==> config.mk <==
export PLATFORM = sky130hd
export DESIGN_NAME = mm_stream_controller
export DESIGN_NICKNAME = d
export VERILOG_FILES = /design/src/rtl/mm_pkg.sv /design/src/rtl/mm_operand_buffer.sv /design/src/rtl/mm_stream_controller.sv
export SDC_FILE = /design/constraint.sdc
export NUM_CORES = 1
export LEC_CHECK = 0
export BUFFER_PORTS_ARGS = -buffer_cell sky130_fd_sc_hd__buf_4
export CAP_MARGIN = 15
export CORE_MARGIN = 2
export CORE_UTILIZATION = 60
export CTS_CLUSTER_SIZE = 28
export DETAILED_ROUTE_END_ITERATION = 10
export PLACE_DENSITY_LB_ADDON = 0.15
export REMOVE_ABC_BUFFERS = 1
export SYNTH_ARGS = -nofsm -noshare
export SYNTH_HDL_FRONTEND = slang
export SYNTH_SLANG_ARGS = --single-unit
==> constraint.sdc <==
create_clock -name clk_i -period 4.49 [get_ports clk_i]
set_input_delay 0.2245 -clock clk_i [delete_from_list [all_inputs] [get_ports clk_i]]
set_output_delay 0.2245 -clock clk_i [all_outputs]
set_load 0.01 [all_outputs]
==> src/rtl/mm_pkg.sv <==
// Shared defaults, FSM state encoding and sizing helper for the matrix-multiply stream controller.
package mm_pkg;

    localparam int unsigned MM_DATA_WIDTH   = 8;
    localparam int unsigned MM_N            = 4;
    localparam int unsigned MM_C_DATA_WIDTH = 2 * MM_DATA_WIDTH + $clog2(MM_N);

    typedef enum logic [2:0] {
        LOAD  = 3'd0,
        CLR   = 3'd1,
        FEED  = 3'd2,
        FLUSH = 3'd3,
        DRAIN = 3'd4
    } mm_state_e;

    // Counter width able to address 'depth' entries; never narrower than one bit.
    function automatic int unsigned cnt_width(input int unsigned depth);
        return (depth > 1) ? $clog2(depth) : 1;
    endfunction

endpackage

==> src/rtl/mm_operand_buffer.sv <==
// Operand store: A then B written row-major by load index; reads column k of A and row k of B.
module mm_operand_buffer
    import mm_pkg::*;
#(
    parameter int unsigned DATA_WIDTH = MM_DATA_WIDTH,
    parameter int unsigned N          = MM_N,
    parameter int unsigned AW         = cnt_width(2 * N * N),
    parameter int unsigned KW         = cnt_width(N)
) (
    input  logic                         clk_i,
    input  logic                         reset_ni,
    input  logic                         wr_en_i,
    input  logic [AW-1:0]                wr_addr_i,
    input  logic [DATA_WIDTH-1:0]        wr_data_i,
    input  logic [KW-1:0]                rd_k_i,
    output logic [N-1:0][DATA_WIDTH-1:0] col_a_o,
    output logic [N-1:0][DATA_WIDTH-1:0] row_b_o
);

    localparam int unsigned DEPTH = 2 * N * N;

    logic [DATA_WIDTH-1:0] mem_q [DEPTH];

    // Operand write port; reset discards any partially loaded job.
    always_ff @(posedge clk_i or negedge reset_ni) begin
        if (!reset_ni) begin
            mem_q <= '{default: '0};
        end else if (wr_en_i) begin
            mem_q[wr_addr_i] <= wr_data_i;
        end
    end

    // Read A[i][k] for every row i and B[k][j] for every column j.
    for (genvar g = 0; g < N; g++) begin : g_rd
        logic [AW-1:0] a_idx;
        logic [AW-1:0] b_idx;
        assign a_idx      = AW'(g * N) + AW'(rd_k_i);
        assign b_idx      = AW'(N * N + g) + AW'(AW'(rd_k_i) * AW'(N));
        assign col_a_o[g] = mem_q[a_idx];
        assign row_b_o[g] = mem_q[b_idx];
    end

endmodule

==> src/rtl/mm_stream_controller.sv <==
// Loads A/B operands from a stream, feeds a systolic array, captures C and drains it row-major.
module mm_stream_controller
    import mm_pkg::*;
#(
    parameter int unsigned DATA_WIDTH   = MM_DATA_WIDTH,
    parameter int unsigned N            = MM_N,
    parameter int unsigned C_DATA_WIDTH = 2 * DATA_WIDTH + $clog2(N)
) (
    input  logic                             clk_i,
    input  logic                             reset_ni,
    input  logic                             ld_valid_i,
    output logic                             ld_ready_o,
    input  logic [DATA_WIDTH-1:0]            ld_data_i,
    output logic                             arr_reset_o,
    output logic                             arr_valid_o,
    output logic [N-1:0][DATA_WIDTH-1:0]     arr_a_o,
    output logic [N-1:0][DATA_WIDTH-1:0]     arr_b_o,
    input  logic                             arr_valid_i,
    input  logic [N*N-1:0][C_DATA_WIDTH-1:0] arr_c_i,
    output logic                             res_valid_o,
    input  logic                             res_ready_i,
    output logic [C_DATA_WIDTH-1:0]          res_data_o,
    output logic                             res_last_o
);

    localparam int unsigned LW = cnt_width(2 * N * N);
    localparam int unsigned KW = cnt_width(N);
    localparam int unsigned IW = cnt_width(N * N);

    localparam logic [LW-1:0] LD_LAST  = LW'(2 * N * N - 1);
    localparam logic [KW-1:0] K_LAST   = KW'(N - 1);
    localparam logic [IW-1:0] IDX_LAST = IW'(N * N - 1);

    mm_state_e state_q, state_n;
    logic [LW-1:0] ld_cnt_q, ld_cnt_n;
    logic [KW-1:0] k_q, k_n;
    logic [IW-1:0] idx_q, idx_n;
    logic          ld_fire;
    logic          c_latch;

    logic [N*N-1:0][C_DATA_WIDTH-1:0] c_buf_q;
    logic [N*N-1:0][C_DATA_WIDTH-1:0] c_src;
    logic [N-1:0][DATA_WIDTH-1:0]     col_a;
    logic [N-1:0][DATA_WIDTH-1:0]     row_b;

    // Operand storage, read at the upcoming k so the array drive can be registered.
    mm_operand_buffer #(
        .DATA_WIDTH (DATA_WIDTH),
        .N          (N),
        .AW         (LW),
        .KW         (KW)
    ) u_operand_buffer (
        .clk_i      (clk_i),
        .reset_ni   (reset_ni),
        .wr_en_i    (ld_fire),
        .wr_addr_i  (ld_cnt_q),
        .wr_data_i  (ld_data_i),
        .rd_k_i     (k_n),
        .col_a_o    (col_a),
        .row_b_o    (row_b)
    );

    // Next-state and counter logic.
    always_comb begin
        state_n  = state_q;
        ld_cnt_n = ld_cnt_q;
        k_n      = k_q;
        idx_n    = idx_q;
        ld_fire  = 1'b0;
        c_latch  = 1'b0;
        unique case (state_q)
            LOAD: begin
                if (ld_valid_i && ld_ready_o) begin
                    ld_fire = 1'b1;
                    if (ld_cnt_q == LD_LAST) begin
                        ld_cnt_n = '0;
                        state_n  = CLR;
                    end else begin
                        ld_cnt_n = ld_cnt_q + LW'(1);
                    end
                end
            end
            CLR: begin
                k_n     = '0;
                state_n = FEED;
            end
            FEED: begin
                if (arr_valid_i) begin
                    c_latch = 1'b1;
                    k_n     = '0;
                    idx_n   = '0;
                    state_n = DRAIN;
                end else if (k_q == K_LAST) begin
                    k_n     = '0;
                    state_n = FLUSH;
                end else begin
                    k_n = k_q + KW'(1);
                end
            end
            FLUSH: begin
                if (arr_valid_i) begin
                    c_latch = 1'b1;
                    idx_n   = '0;
                    state_n = DRAIN;
                end
            end
            DRAIN: begin
                if (res_valid_o && res_ready_i) begin
                    if (idx_q == IDX_LAST) begin
                        idx_n   = '0;
                        state_n = LOAD;
                    end else begin
                        idx_n = idx_q + IW'(1);
                    end
                end
            end
            default: begin
                state_n = LOAD;
            end
        endcase
    end

    // Results come from the array word being captured this edge, otherwise from the buffer.
    always_comb begin
        c_src = c_latch ? arr_c_i : c_buf_q;
    end

    // State, counters, result buffer and registered outputs derived from the next state.
    always_ff @(posedge clk_i or negedge reset_ni) begin
        if (!reset_ni) begin
            state_q     <= LOAD;
            ld_cnt_q    <= '0;
            k_q         <= '0;
            idx_q       <= '0;
            c_buf_q     <= '0;
            ld_ready_o  <= 1'b0;
            arr_valid_o <= 1'b0;
            arr_a_o     <= '0;
            arr_b_o     <= '0;
            res_valid_o <= 1'b0;
            res_data_o  <= '0;
            res_last_o  <= 1'b0;
        end else begin
            state_q     <= state_n;
            ld_cnt_q    <= ld_cnt_n;
            k_q         <= k_n;
            idx_q       <= idx_n;
            if (c_latch) begin
                c_buf_q <= arr_c_i;
            end
            ld_ready_o  <= (state_n == LOAD);
            arr_valid_o <= (state_n == FEED) || (state_n == FLUSH);
            arr_a_o     <= (state_n == FEED) ? col_a : '0;
            arr_b_o     <= (state_n == FEED) ? row_b : '0;
            res_valid_o <= (state_n == DRAIN);
            res_data_o  <= (state_n == DRAIN) ? c_src[idx_n] : '0;
            res_last_o  <= (state_n == DRAIN) && (idx_n == IDX_LAST);
        end
    end

    // Array clear follows block reset as well as the one-cycle CLR state.
    assign arr_reset_o = !reset_ni || (state_q == CLR);

endmodule

==> PnR_summary.wiki <==
{| class="wikitable"
! Metric !! Value
|-
| Actual slew at the worst max-slew pin || 1.27 ns
|-
| Unique masters post-synth || 50
|-
| Number of search-and-repair iterations in the first detailed-routing pass || 8
|-
| Minimum clock period after layout || 3.55 ns
|-
| Post-CTS sizing || 0
|-
| Util after Layout || 79.5%
|-
| Number of buffers inserted during clock tree synthesis || between 60 and 70
|-
| Max Clock Skew || 0.0224 ns
|-
| Signal arrival time at the worst endpoint || between 3 and 4 ns
|-
| Wire length per cell after detailed routing || approximately 23 µm
|-
| Met1 track demand over resource || about two fifths
|-
| Count of nets left with antenna violations after detail routing || 0
|-
| Global route overflow || 0
|-
| Maximum ir drop on the vdd rail || roughly 0.00043 V
|-
| Launch point of the worst path || state_q[2]
|-
| Post-Route Setup TNS || 0 ns
|-
| Vias in the first global route || about 23000
|-
| Class of the tightest hold or removal check || primary input to register
|-
| Top-area cell type share of the netlist area || a little under 60%
|-
| Timing-limited maximum frequency || 282 MHz
|-
| Storage element area || roughly 16000 µm²
|-
| Port buffer count || 387
|-
| Overall routed net length || ~84000 µm
|-
| Clock Sinks || between 600 and 700
|-
| First-pass GRT wire length || 129000 µm
|-
| Per-cell via count in the routed design || between 5 and 6
|-
| Starting density of the core || 61.0%
|-
| Clock latency on the worst-skew pair || roughly 0.6 ns
|-
| Endpoint kind of the worst setup timing path || register
|-
| Tcrit/Tclk final || just under 80%
|-
| Largest net degree at the start of global routing || roughly 250
|-
| Estimated wirelength of the detail-placed design || 47800 µm
|-
| Total power of the final layout || roughly 18000 µW
|-
| Die extent in x || ~220 µm
|-
| Residual DRC count || 0
|-
| Vertical die dimension || 219 µm
|-
| Largest area contributor in the synthesized netlist || sky130_fd_sc_hd__dfrtp_1
|-
| Max-capacitance violation count || 0
|-
| Total core area || approximately 46000 µm²
|-
| Area occupied by multi-input gates || around 11000 µm²
|-
| Level count of the clock H-tree || 3
|-
| Depth of the worst hold-timing path || 4
|-
| Met2 layer usage reported by global route || 58.0%
|-
| Reg2Reg Launch Point || state_q[2]
|-
| Worst path required time || approximately 5 ns
|-
| Busiest metal layer after global routing || met2
|-
| Count of standard-cell rows || between 70 and 80
|-
| Power density over the cells || 510 nW/µm²
|-
| Cell depth of the worst flop-to-flop path || 7
|-
| Combined global-route utilization of all metal layers || 35.4%
|-
| Largest fanout of any net on the critical path || 53
|-
| Worst-case hold slack || between 0.1 and 0.15 ns
|-
| Commonest register cell after synthesis || sky130_fd_sc_hd__dfrtp_1
|-
| Signed area change from the synthesized netlist to the final layout || 30.2%
|-
| Sequential share of the synthesized area || 57.9%
|-
| Finished layout cell area || roughly 36000 µm²
|-
| Clock Path Buffers || 3
|-
| Final-report setup violation count || 0
|-
| GR met3 Demand/Resource || under 10%
|-
| Critical path type || register to register
|-
| Result of the run || finished, final reports clean
|-
| Via count || between 20000 and 25000
|-
| Clock tree root driver cell || sky130_fd_sc_hd__clkbuf_16
|-
| Final hold vios || 0
|-
| Total leakage power || about 0.019 µW
|-
| Synthesized flop and latch total || between 600 and 700
|-
| Clock input transition at the sequential cells of the worst setup and hold paths || roughly 0.060 ns
|-
| Synthesis warning total || 0
|-
| TritonCTS clock tree || built
|-
| Number of nets in the final layout || about 3400
|-
| Worst slew margin relative to its limit || 15.5%
|-
| Crit start category || register
|-
| Biggest area contributors in the synthesized netlist || sky130_fd_sc_hd__dfrtp_1, sky130_fd_sc_hd__nand2_1, sky130_fd_sc_hd__mux2_2
|-
| Beginning of the worst hold path || ld_valid_i
|-
| Number of standard cells after synthesis || 2459
|-
| Number of antenna violations at the first check in global routing || 1
|-
| Number of DRC markers after the initial detailed-route iteration || 2112
|-
| Register-to-register setup slack || about 0.94 ns
|-
| Post-CTS setup repair buffer count || 0
|-
| Total I/O pin count || 388
|-
| Placed cell areas || about 31000 µm²
|-
| Max-slew violations || 0
|-
| Filler Cells Inserted || 2509
|-
| GPL Wtd Cong || approximately 0.92
|-
| Fraction of final layout cells with drive strength greater than 1 || roughly 29%
|-
| Unrepaired setup endpoints after global routing || false
|-
| Post-synthesis average cell area || ~11 µm²
|-
| Area of the die || around 48000 µm²
|-
| Post-synth ARST share || between 90% and 100%
|-
| Mapped cell area || between 20000 and 30000 µm²
|-
| Number of enable flip-flop cells after synthesis || 0
|-
| Antenna Diode Count || 0
|}
-- worst max-delay path: stages, from the launching register on --
cell and delay [ns]:
sky130_fd_sc_hd__dfrtp_1 0.53, sky130_fd_sc_hd__or3b_1 0.56, sky130_fd_sc_hd__o211ai_2 0.20, sky130_fd_sc_hd__and2_4 0.40, sky130_fd_sc_hd__buf_4 0.69, sky130_fd_sc_hd__mux2i_1 0.30, sky130_fd_sc_hd__o32ai_1 0.14, sky130_fd_sc_hd__or4_1 0.53
-- final cells by class --
type | count | area share [%]
Clock buffer | 105 | 5.82
Clock inverter | 12 | 0.380
Inverter | 6 | 0.0622
Multi-Input combinational cell | 1655 | 30.4
Sequential cell | 644 | 44.5
Tap cell | 600 | 2.07
Timing Repair Buffer | 696 | 16.8
-- Yosys cell counts, types with 3 or more instances --
| library cell | number |
|---|---|
| sky130_fd_sc_hd__nor2b_1 | 3 |
| sky130_fd_sc_hd__buf_4 | 11 |
| sky130_fd_sc_hd__mux2i_1 | 72 |
| sky130_fd_sc_hd__and2_1 | 72 |
| sky130_fd_sc_hd__clkbuf_1 | 81 |
| sky130_fd_sc_hd__buf_6 | 7 |
| sky130_fd_sc_hd__inv_1 | 4 |
| sky130_fd_sc_hd__and3b_1 | 3 |
| sky130_fd_sc_hd__nor3_1 | 3 |
| sky130_fd_sc_hd__nand2_1 | 903 |
| sky130_fd_sc_hd__nand3_1 | 4 |
| sky130_fd_sc_hd__buf_1 | 21 |
| sky130_fd_sc_hd__mux4_2 | 64 |
| sky130_fd_sc_hd__ha_1 | 7 |
| sky130_fd_sc_hd__nor3b_1 | 3 |
| sky130_fd_sc_hd__o21ai_0 | 8 |
| sky130_fd_sc_hd__o31ai_1 | 4 |
| sky130_fd_sc_hd__nand2_2 | 3 |
| sky130_fd_sc_hd__a22o_1 | 20 |
| sky130_fd_sc_hd__or4_1 | 17 |
| sky130_fd_sc_hd__o32ai_1 | 34 |
| sky130_fd_sc_hd__nor2_2 | 11 |
| sky130_fd_sc_hd__nor2_1 | 73 |
| sky130_fd_sc_hd__o22ai_1 | 17 |
| sky130_fd_sc_hd__mux2_2 | 289 |
| sky130_fd_sc_hd__a31oi_1 | 4 |
| sky130_fd_sc_hd__buf_2 | 34 |
| sky130_fd_sc_hd__mux2_1 | 8 |
| sky130_fd_sc_hd__or2_2 | 3 |
| sky130_fd_sc_hd__nand4_1 | 4 |
| sky130_fd_sc_hd__and3_1 | 4 |
| sky130_fd_sc_hd__dfrtp_1 | 644 |
-- path summary, 6_finish.rpt --
kind / endpoint
min reg2reg: c_buf_q[87]
min in group asynchronous: c_buf_q[162]
max: res_data_o[10]
max in group asynchronous: res_data_o[7]
min: ld_cnt_q[3]
max reg2reg: res_data_o[10]
-- through the flow --
step | cells | setup slack (ns)
3_5_place_dp | 3310 | 1.02
2_1_floorplan | 2305 | -5.96
6_report | 3718 | 0.940
3_3_place_gp | 3310 | 1.11
4_1_cts | 3718 | 1.01
5_1_grt | 3718 | 0.788
-- cell families (layout without fill, tap and decap cells) --
group,count (synthesis),count (layout),synth area share [%]
compound gates,97,97,2.78
fa+ha+maj,7,7,0.315
xor+xnor,2,2,0.0630
flops,644,644,57.9
mux,433,433,19.8
simple gates,1116,1116,16.5
buf+inv,160,819,2.65
-- where the power goes --
part	total [µW]	internal (µW)	switching (µW)	leakage [µW]
sequential	8530	7640	891	0.00871
combinational	4270	2240	2030	0.00917
clock	5670	3390	2280	0.00111
-- sequential cells by signal (all words and copies together) (netlist names) --
register / count
u_operand_buffer.mem_q: 256
state_q: 3
res_data_o: 18
idx_q: 4
arr_a_o: 32
arr_valid_o: 1
k_q: 2
arr_b_o: 32
res_last_o: 1
ld_ready_o: 1
ld_cnt_q: 5
c_buf_q: 288
res_valid_o: 1
-- routing by layer --
layer / vias up / share of wire (%)
met5: - / 0.015
met4: 2 / 6.4
met3: 384 / 9.0
met2: 1194 / 49
met1: 10869 / 36
li1: 9443 / -
-- placed cells by master (no fill, tap or decap), types with 7 or more instances in the layout --
master,synthesis,routed
sky130_fd_sc_hd__mux2_1,8,8
sky130_fd_sc_hd__mux4_2,64,64
sky130_fd_sc_hd__dfrtp_1,644,644
sky130_fd_sc_hd__a22o_1,20,18
sky130_fd_sc_hd__nor2_1,73,72
sky130_fd_sc_hd__clkbuf_16,0,73
sky130_fd_sc_hd__buf_4,11,394
sky130_fd_sc_hd__or4_1,17,17
sky130_fd_sc_hd__and2_1,72,70
sky130_fd_sc_hd__mux2_2,289,289
sky130_fd_sc_hd__nor2_2,11,12
sky130_fd_sc_hd__nand2_1,903,903
sky130_fd_sc_hd__dlygate4sd3_1,0,291
sky130_fd_sc_hd__clkbuf_1,81,16
sky130_fd_sc_hd__buf_12,0,10
sky130_fd_sc_hd__clkbuf_8,0,16
sky130_fd_sc_hd__o32ai_1,34,34
sky130_fd_sc_hd__clkinv_2,0,8
sky130_fd_sc_hd__o22ai_1,17,17
sky130_fd_sc_hd__ha_1,7,7
sky130_fd_sc_hd__mux2i_1,72,72
sky130_fd_sc_hd__o21ai_0,8,8
-- what timing repair did --
item,CTS,global route
hold endpoints to repair,355,0
hold buffers,291,0
setup endpoints to repair,0,0
(Power assumes the default switching activity.)
